--- src/rtl/stack_seq_fsm.sv ---
// Control-transfer sequencer: expands CALL/RET/INT/RTI into stack push/pop
// micro-steps followed by a one-cycle PC load, stalling the front end throughout.
module stack_seq_fsm #(
  parameter int PC_W       = 32,
  parameter int BUS_W      = 16,
  parameter int SAVE_FLAGS = 1,
  localparam int N_WORDS   = PC_W / BUS_W,
  localparam int IDX_W     = (N_WORDS > 1) ? $clog2(N_WORDS) : 1
) (
  input  logic             clk,
  input  logic             reset,
  input  logic             call,
  input  logic             ret,
  input  logic             intr,
  input  logic             rti,
  input  logic             mem_ready,
  output logic             stall,
  output logic [1:0]       mem_op,
  output logic [IDX_W-1:0] word_sel,
  output logic             flags_sel,
  output logic             pc_load,
  output logic [1:0]       pc_src,
  output logic             flags_restore,
  output logic [1:0]       seq_kind
);

  typedef enum logic [2:0] {
    IDLE       = 3'd0,
    PUSH_FLAGS = 3'd1,
    PUSH_PC    = 3'd2,
    POP_PC     = 3'd3,
    POP_FLAGS  = 3'd4,
    LOAD       = 3'd5
  } state_t;

  localparam logic [1:0] K_CALL = 2'b00;
  localparam logic [1:0] K_RET  = 2'b01;
  localparam logic [1:0] K_INT  = 2'b10;
  localparam logic [1:0] K_RTI  = 2'b11;

  localparam logic [1:0] OP_NONE = 2'b00;
  localparam logic [1:0] OP_PUSH = 2'b01;
  localparam logic [1:0] OP_POP  = 2'b10;

  localparam logic [IDX_W-1:0] LAST_WORD = IDX_W'(N_WORDS - 1);
  localparam logic             HAS_FLAGS = (SAVE_FLAGS != 0);

  state_t           state_r, nxt_state;
  logic [IDX_W-1:0] cnt_r, nxt_cnt;
  logic [1:0]       kind_r, nxt_kind;

  logic             nxt_stall;
  logic [1:0]       nxt_mem_op;
  logic [IDX_W-1:0] nxt_word_sel;
  logic             nxt_flags_sel;
  logic             nxt_pc_load;
  logic [1:0]       nxt_pc_src;
  logic             nxt_flags_restore;

  // Next-state, word counter and sequence kind; pushes run low word first, pops high word first.
  always_comb begin
    nxt_state = state_r;
    nxt_cnt   = cnt_r;
    nxt_kind  = kind_r;
    case (state_r)
      IDLE: begin
        nxt_cnt = '0;
        if (intr) begin
          nxt_kind  = K_INT;
          nxt_state = HAS_FLAGS ? PUSH_FLAGS : PUSH_PC;
        end else if (call) begin
          nxt_kind  = K_CALL;
          nxt_state = PUSH_PC;
        end else if (ret) begin
          nxt_kind  = K_RET;
          nxt_state = POP_PC;
          nxt_cnt   = LAST_WORD;
        end else if (rti) begin
          nxt_kind  = K_RTI;
          nxt_state = POP_PC;
          nxt_cnt   = LAST_WORD;
        end else begin
          nxt_state = IDLE;
        end
      end
      PUSH_FLAGS: begin
        if (mem_ready) begin
          nxt_state = PUSH_PC;
          nxt_cnt   = '0;
        end else begin
          nxt_state = PUSH_FLAGS;
        end
      end
      PUSH_PC: begin
        if (mem_ready) begin
          if (cnt_r == LAST_WORD) begin
            nxt_state = LOAD;
            nxt_cnt   = '0;
          end else begin
            nxt_cnt = cnt_r + IDX_W'(1);
          end
        end else begin
          nxt_state = PUSH_PC;
        end
      end
      POP_PC: begin
        if (mem_ready) begin
          if (cnt_r == '0) begin
            nxt_state = (kind_r == K_RTI && HAS_FLAGS) ? POP_FLAGS : LOAD;
          end else begin
            nxt_cnt = cnt_r - IDX_W'(1);
          end
        end else begin
          nxt_state = POP_PC;
        end
      end
      POP_FLAGS: begin
        if (mem_ready) begin
          nxt_state = LOAD;
        end else begin
          nxt_state = POP_FLAGS;
        end
      end
      LOAD: begin
        nxt_state = IDLE;
        nxt_cnt   = '0;
      end
      default: begin
        nxt_state = IDLE;
        nxt_cnt   = '0;
      end
    endcase
  end

  // Output decode of the upcoming state so the registered outputs track the state register.
  always_comb begin
    nxt_stall         = (nxt_state != IDLE);
    nxt_mem_op        = OP_NONE;
    nxt_word_sel      = '0;
    nxt_flags_sel     = 1'b0;
    nxt_pc_load       = 1'b0;
    nxt_pc_src        = 2'b00;
    nxt_flags_restore = 1'b0;
    case (nxt_state)
      PUSH_FLAGS: begin
        nxt_mem_op    = OP_PUSH;
        nxt_flags_sel = 1'b1;
      end
      PUSH_PC: begin
        nxt_mem_op   = OP_PUSH;
        nxt_word_sel = nxt_cnt;
      end
      POP_PC: begin
        nxt_mem_op   = OP_POP;
        nxt_word_sel = nxt_cnt;
      end
      POP_FLAGS: begin
        nxt_mem_op    = OP_POP;
        nxt_flags_sel = 1'b1;
      end
      LOAD: begin
        nxt_pc_load       = 1'b1;
        nxt_flags_restore = (nxt_kind == K_RTI);
        case (nxt_kind)
          K_CALL:  nxt_pc_src = 2'b00;
          K_INT:   nxt_pc_src = 2'b10;
          default: nxt_pc_src = 2'b01;
        endcase
      end
      default: begin
        nxt_mem_op = OP_NONE;
      end
    endcase
  end

  // State, counter, kind and all outputs registered; reset drops any partial sequence.
  always_ff @(posedge clk or negedge reset) begin
    if (!reset) begin
      state_r       <= IDLE;
      cnt_r         <= '0;
      kind_r        <= K_CALL;
      stall         <= 1'b0;
      mem_op        <= OP_NONE;
      word_sel      <= '0;
      flags_sel     <= 1'b0;
      pc_load       <= 1'b0;
      pc_src        <= 2'b00;
      flags_restore <= 1'b0;
    end else begin
      state_r       <= nxt_state;
      cnt_r         <= nxt_cnt;
      kind_r        <= nxt_kind;
      stall         <= nxt_stall;
      mem_op        <= nxt_mem_op;
      word_sel      <= nxt_word_sel;
      flags_sel     <= nxt_flags_sel;
      pc_load       <= nxt_pc_load;
      pc_src        <= nxt_pc_src;
      flags_restore <= nxt_flags_restore;
    end
  end

  assign seq_kind = kind_r;

endmodule

--- config.mk ---
export PLATFORM = sky130hd
export DESIGN_NAME = stack_seq_fsm
export DESIGN_NICKNAME = d
export VERILOG_FILES = /design/src/rtl/stack_seq_fsm.sv
export SDC_FILE = /design/constraint.sdc
export NUM_CORES = 1
export LEC_CHECK = 0
export CORE_AREA = 2 2 44 46
export DETAILED_ROUTE_END_ITERATION = 12
export DIE_AREA = 0 0 46 48
export PLACE_DENSITY = 0.72
export SLEW_MARGIN = 0
export SYNTH_ARGS = -nofsm -noshare
export SYNTH_HDL_FRONTEND = slang
export SYNTH_SLANG_ARGS = --single-unit
--- constraint.sdc ---
create_clock -name clk -period 2.3 [get_ports clk]
set_clock_uncertainty 0.15 [all_clocks]
set_input_delay 0.345 -clock clk [delete_from_list [all_inputs] [get_ports clk]]
set_output_delay 0.345 -clock clk [all_outputs]
set_load 0.02 [all_outputs]
# Word-level counts from Yosys, hierarchy flattened
# Index checks and enable logic that the tools add are counted.
# W data, S select, Z words.
dict set report word_totals {
  regBits 15
  inputBits 7
  output_inout_bits 11
}
dict set report op_classes {
  n_addsub 2
  eq_ne 12
  n_mux 34
  n_reduce_logical 7
}
# op count
set op_table {}
lappend op_table {{$mux W2} 11}
lappend op_table {{$mux W1} 15}
lappend op_table {{$pmux W3 S5} 1}
lappend op_table {{$eq A3 B2 Y1 const B} 4}
lappend op_table {{$mux W3} 4}
lappend op_table {{$eq A3 B3 Y1 const B} 3}
lappend op_table {{$pmux W2 S2} 2}
lappend op_table {{$reduce_or A2 Y1} 4}
lappend op_table {{$eq A2 B2 Y1 const B} 3}
lappend op_table {{$eq A3 B1 Y1 const B} 2}
lappend op_table {{$pmux W1 S5} 1}
lappend op_table {{$logic_not A3 Y1} 1}
lappend op_table {{$reduce_bool A3 Y1} 1}
lappend op_table {{$logic_not A2 Y1} 1}
lappend op_table {{$add A1 B1 Y1 const B} 1}
lappend op_table {{$sub A1 B1 Y1 const B} 1}

# Longest topological paths before layout
dict set report logic_depth {
  depth_word 8
  mapped_depth 6
  mapped_depth_nobuf 6
}

# Least setup slack after synthesis
# OpenSTA, ideal clock, no wires.
dict set report synth_path {
  path_kind {flip-flop to flip-flop}
  start {reg state_r[0]}
  end {reg flags_sel}
  arrival_ns 1.544
  t_required_ns 2.009
  slack_ns 0.466
  stages_incl_launch_ff 7
  n_path_buf 2
  cell_sequence {dfrtp_1 buf_6 or3_1 buf_2 or3_4 o211ai_1 mux2i_1}
}
dict set report synth_via {
  elab_chain_cells 6
}
# item line
set synth_lines {}
lappend synth_lines {{start: declaration} 48} ;# state_t state_r, nxt_state;
lappend synth_lines {{start signal: assignment} 190} ;# state_r <= nxt_state;
lappend synth_lines {{$mux W3 (on tied branches)} {108, 96}}
lappend synth_lines {{$mux W3 (on tied branches)} {107, 95}}
lappend synth_lines {{$pmux W3 S5 *} 65} ;# case (state_r)
lappend synth_lines {{$eq A3 B3 Y1 / $eq A3 B1 Y1 (equally long branches)} 144} ;# case (nxt_state)
lappend synth_lines {{$reduce_or A2 Y1 (no source line) *} -}
lappend synth_lines {{$mux W1 *} 144}
lappend synth_lines {{net nxt_flags_sel} 55} ;# logic nxt_flags_sel;
lappend synth_lines {{end signal: assignment} 196} ;# flags_sel <= nxt_flags_sel;
lappend synth_lines {{end: declaration} 20} ;# output logic flags_sel,
# Mark *: on every way through the listed nets, which the timed path passes. The rest lies on a longest branch.

# Final worst setup path
dict set report layout_path {
  start {reg state_r[0]}
  end {reg flags_restore}
}
dict set report layout_via {
  elab_chain_cells 5
}
# item line
set layout_lines {}
lappend layout_lines {{$mux W3 (on tied branches)} {108, 96}}
lappend layout_lines {{$mux W3 (on tied branches)} {107, 95}}
lappend layout_lines {{$pmux W3 S5} 65}
lappend layout_lines {{$eq A3 B3 Y1} 144}
lappend layout_lines {{$mux W1 *} 144}
lappend layout_lines {{net nxt_flags_restore} 58} ;# logic nxt_flags_restore;
lappend layout_lines {{end signal: assignment} 199} ;# flags_restore <= nxt_flags_restore;
lappend layout_lines {{end: declaration} 23} ;# output logic flags_restore,
# Marked as above.

==> metrics.cfg <==
[outcome]
outcome = completed

[global_routing]
grt_pass1_wl_um = 2390
grt_max_degree = 16
grt_pass1_vias = 556
globalRouteTotalUtil_pct = 15.6
grt_overflow = 0
antenna_found_initial = 0

[worst_setup_path]
path_class = reg2reg
cp-start-kind = flop
required_ns = 2.32
path_max_fanout = 9
path_cells = or3_1, a21oi_2, a311oi_4, buf_12, nor4b_1
setup.worst_path.end_class = flop
cpMaxStageDelayCell = or3_1
cp.arrival_ns = 2.01
critPathMaxStageDelay_ns = 0.52

[route]
avgRoutedWirePerCell_um = 13.3
via_count = 551
dr.first_iter.drc_count = 7
routed_wl_um = 1410
first_pass_iters = 4
post_drt_via_cell_ratio = 5.20
ant_nets = 0
drc = 0

[cells_and_area]
num-fill-cells = 144
design_area_um2 = 982
drive_gt1_share_pct = 13.5
nets = 98
final_cell_mix = 17 x clkdlybuf4s50_1, 15 x dfrtp_1, 8 x inv_1
num_antenna_cells = 0
area_delta_synth_final_pct = 30.2
final_common_cell = clkdlybuf4s50_1
utilization_pct = 58.1
instances_no_fill = 106

[timing]
worstMarginPinSlew_ns = 0.626
setup_tns_ns = 0
hold_violations = 0
min_period_over_period_pct = 86.6
final-max-slew-violation-count = 0
maxSlewHeadroom_pct = 58.1
max_freq_mhz = 502
min_period_ns = 1.99
setup_violations = 0
holdWs_ns = 0.300
rsz0062_at_grt = no

[clock_network]
clk_path_buf_depth = 2
cts_tree = yes
clockRootBuffer = clkbuf_4
htree_num_levels = 1
post-cts-setup-buffers = 0
clock-sinks = 15
cts_hold_buffers = 0
clock_latency_ns = 0.28
cts_buffers = 3
cts.clk_slew.worst_paths_ns = 0.09
cts_resized = 0

[floorplan]
dieArea_um2 = 2210
die_h_um = 48
rows = 15
boundaryPins = 18
die-width_um = 46
start_util_pct = 44.7
core_region_area_um2 = 1690

[yosys]
synth_nets = 77
yosys_warnings = 0
synth-seq-cells = 15
synthesis.area_um2 = 754
synth_top_cell_area_share_pct = 49.8
yosysUniqueCellTypes = 33
synthArstFlopShare_pct = 100
synth_top_area_cell = dfrtp_1
ys.flop_type = dfrtp_1
avgSynthCellArea_um2 = 10.9
seq_area_frac_synth_pct = 49.8
synth_edf_count = 0
syn_inst = 69
synth.area.top_cells = dfrtp_1 50%, mux2i_1 4.0%, inv_1 4.0%

[pwr]
p_leak_nw = 0.439
p_per_area_nw_per_um2 = 1480
max-vdd-ir-drop_mv = 0.778

[run]
cap_viol_max_count = 0

[min_path]
hold_class = in2async

[placement]
place.gp.congestion = 0.748
dpl-instance-area_um2 = 955
dp_cells = 102
hpwl_um = 1020
port_buffers = 17

==> cell usage after synthesis, types with 2 or more instances <==
cell type and n:
o21ai_0 3, nor2_1 7, nand2b_1 2, dfrtp_1 15, nand3b_1 2, nor3_1 2, buf_2 3, mux2i_1 3
inv_1 8
==> sequential cells by signal, summed over array words and instances (netlist names) <==
signal / cells
mem_op: 2
pc_src: 2
cnt_r: 1
flags_sel: 1
flags_restore: 1
state_r: 3
word_sel: 1
stall: 1
seq_kind: 2
pc_load: 1
==> worst max-delay path, delay by kind of cell (launching register included) <==
family | cells | cell delay, ns
AOI/OAI and AO/OA | 2 | 0.26
buffers and inverters | 1 | 0.16
DFF | 1 | 0.48
and+or+nand+nor | 2 | 0.83
==> layout make-up <==
cell class                 count  area (um2)  share of cell area, %
multi-input combinational     42         323                   32.9
clock inverter                 1        5.00                  0.510
sequential                    15         375                   38.2
timing repair buffer          20         205                   20.9
inverter                       8        30.0                   3.06
clock buffer                   3        22.5                   2.29
tap                           17        21.3                   2.17
==> metrics by stage <==
stage / power [mW] / setup slack, ns
2_1_floorplan: 1.01 / 0.466
3_3_place_gp: 1.30 / 0.0968
4_1_cts: 1.47 / 0.309
6_report: 1.46 / 0.309
5_1_grt: 1.56 / 0.191
3_5_place_dp: 1.32 / 0.0612
==> cells by family after synthesis <==
kind of cell             count (synthesis)  synth area share [%]
AO/OA/AOI/OAI                           15                  18.4
multiplexers                             3                  3.98
XOR/XNOR                                 1                  1.16
flip-flops                              15                  49.8
buffers and inverters                   12                  7.46
adder cells (fa/ha/maj)                  1                  1.66
AND/OR/NAND/NOR                         22                  17.6
==> worst paths after layout <==
kind	startpoint	endpoint	slack, ns	cells past startpoint
setup / recovery	state_r[0]$_DFF_PN0_	flags_restore$_DFF_PN0_	0.31	5
hold / removal	reset	pc_load$_DFF_PN0_	0.30	1
setup reg to reg	state_r[0]$_DFF_PN0_	flags_restore$_DFF_PN0_	0.31	5
hold reg to reg	seq_kind[1]$_DFF_PN0_	seq_kind[1]$_DFF_PN0_	0.46	2
max in group asynchronous	reset	word_sel$_DFF_PN0_	1.29	1
min in group clk	seq_kind[1]$_DFF_PN0_	seq_kind[1]$_DFF_PN0_	0.46	2
==> where the power goes <==
part	total, mW	internal, mW	switching [mW]	leakage (nW)
Clock	0.143	0.0644	0.0790	0.0177
Combinational	0.832	0.422	0.410	0.231
Sequential	0.482	0.379	0.103	0.190
==> metal layers <==
layer / global-route usage, % / wire length (um)
met1: 22.5 / 726
met2: 21.7 / 616
met4: 10.3 / 13
met3: 2.26 / 51
met5: 0 / 0
Power figures use the tool's default switching activity.
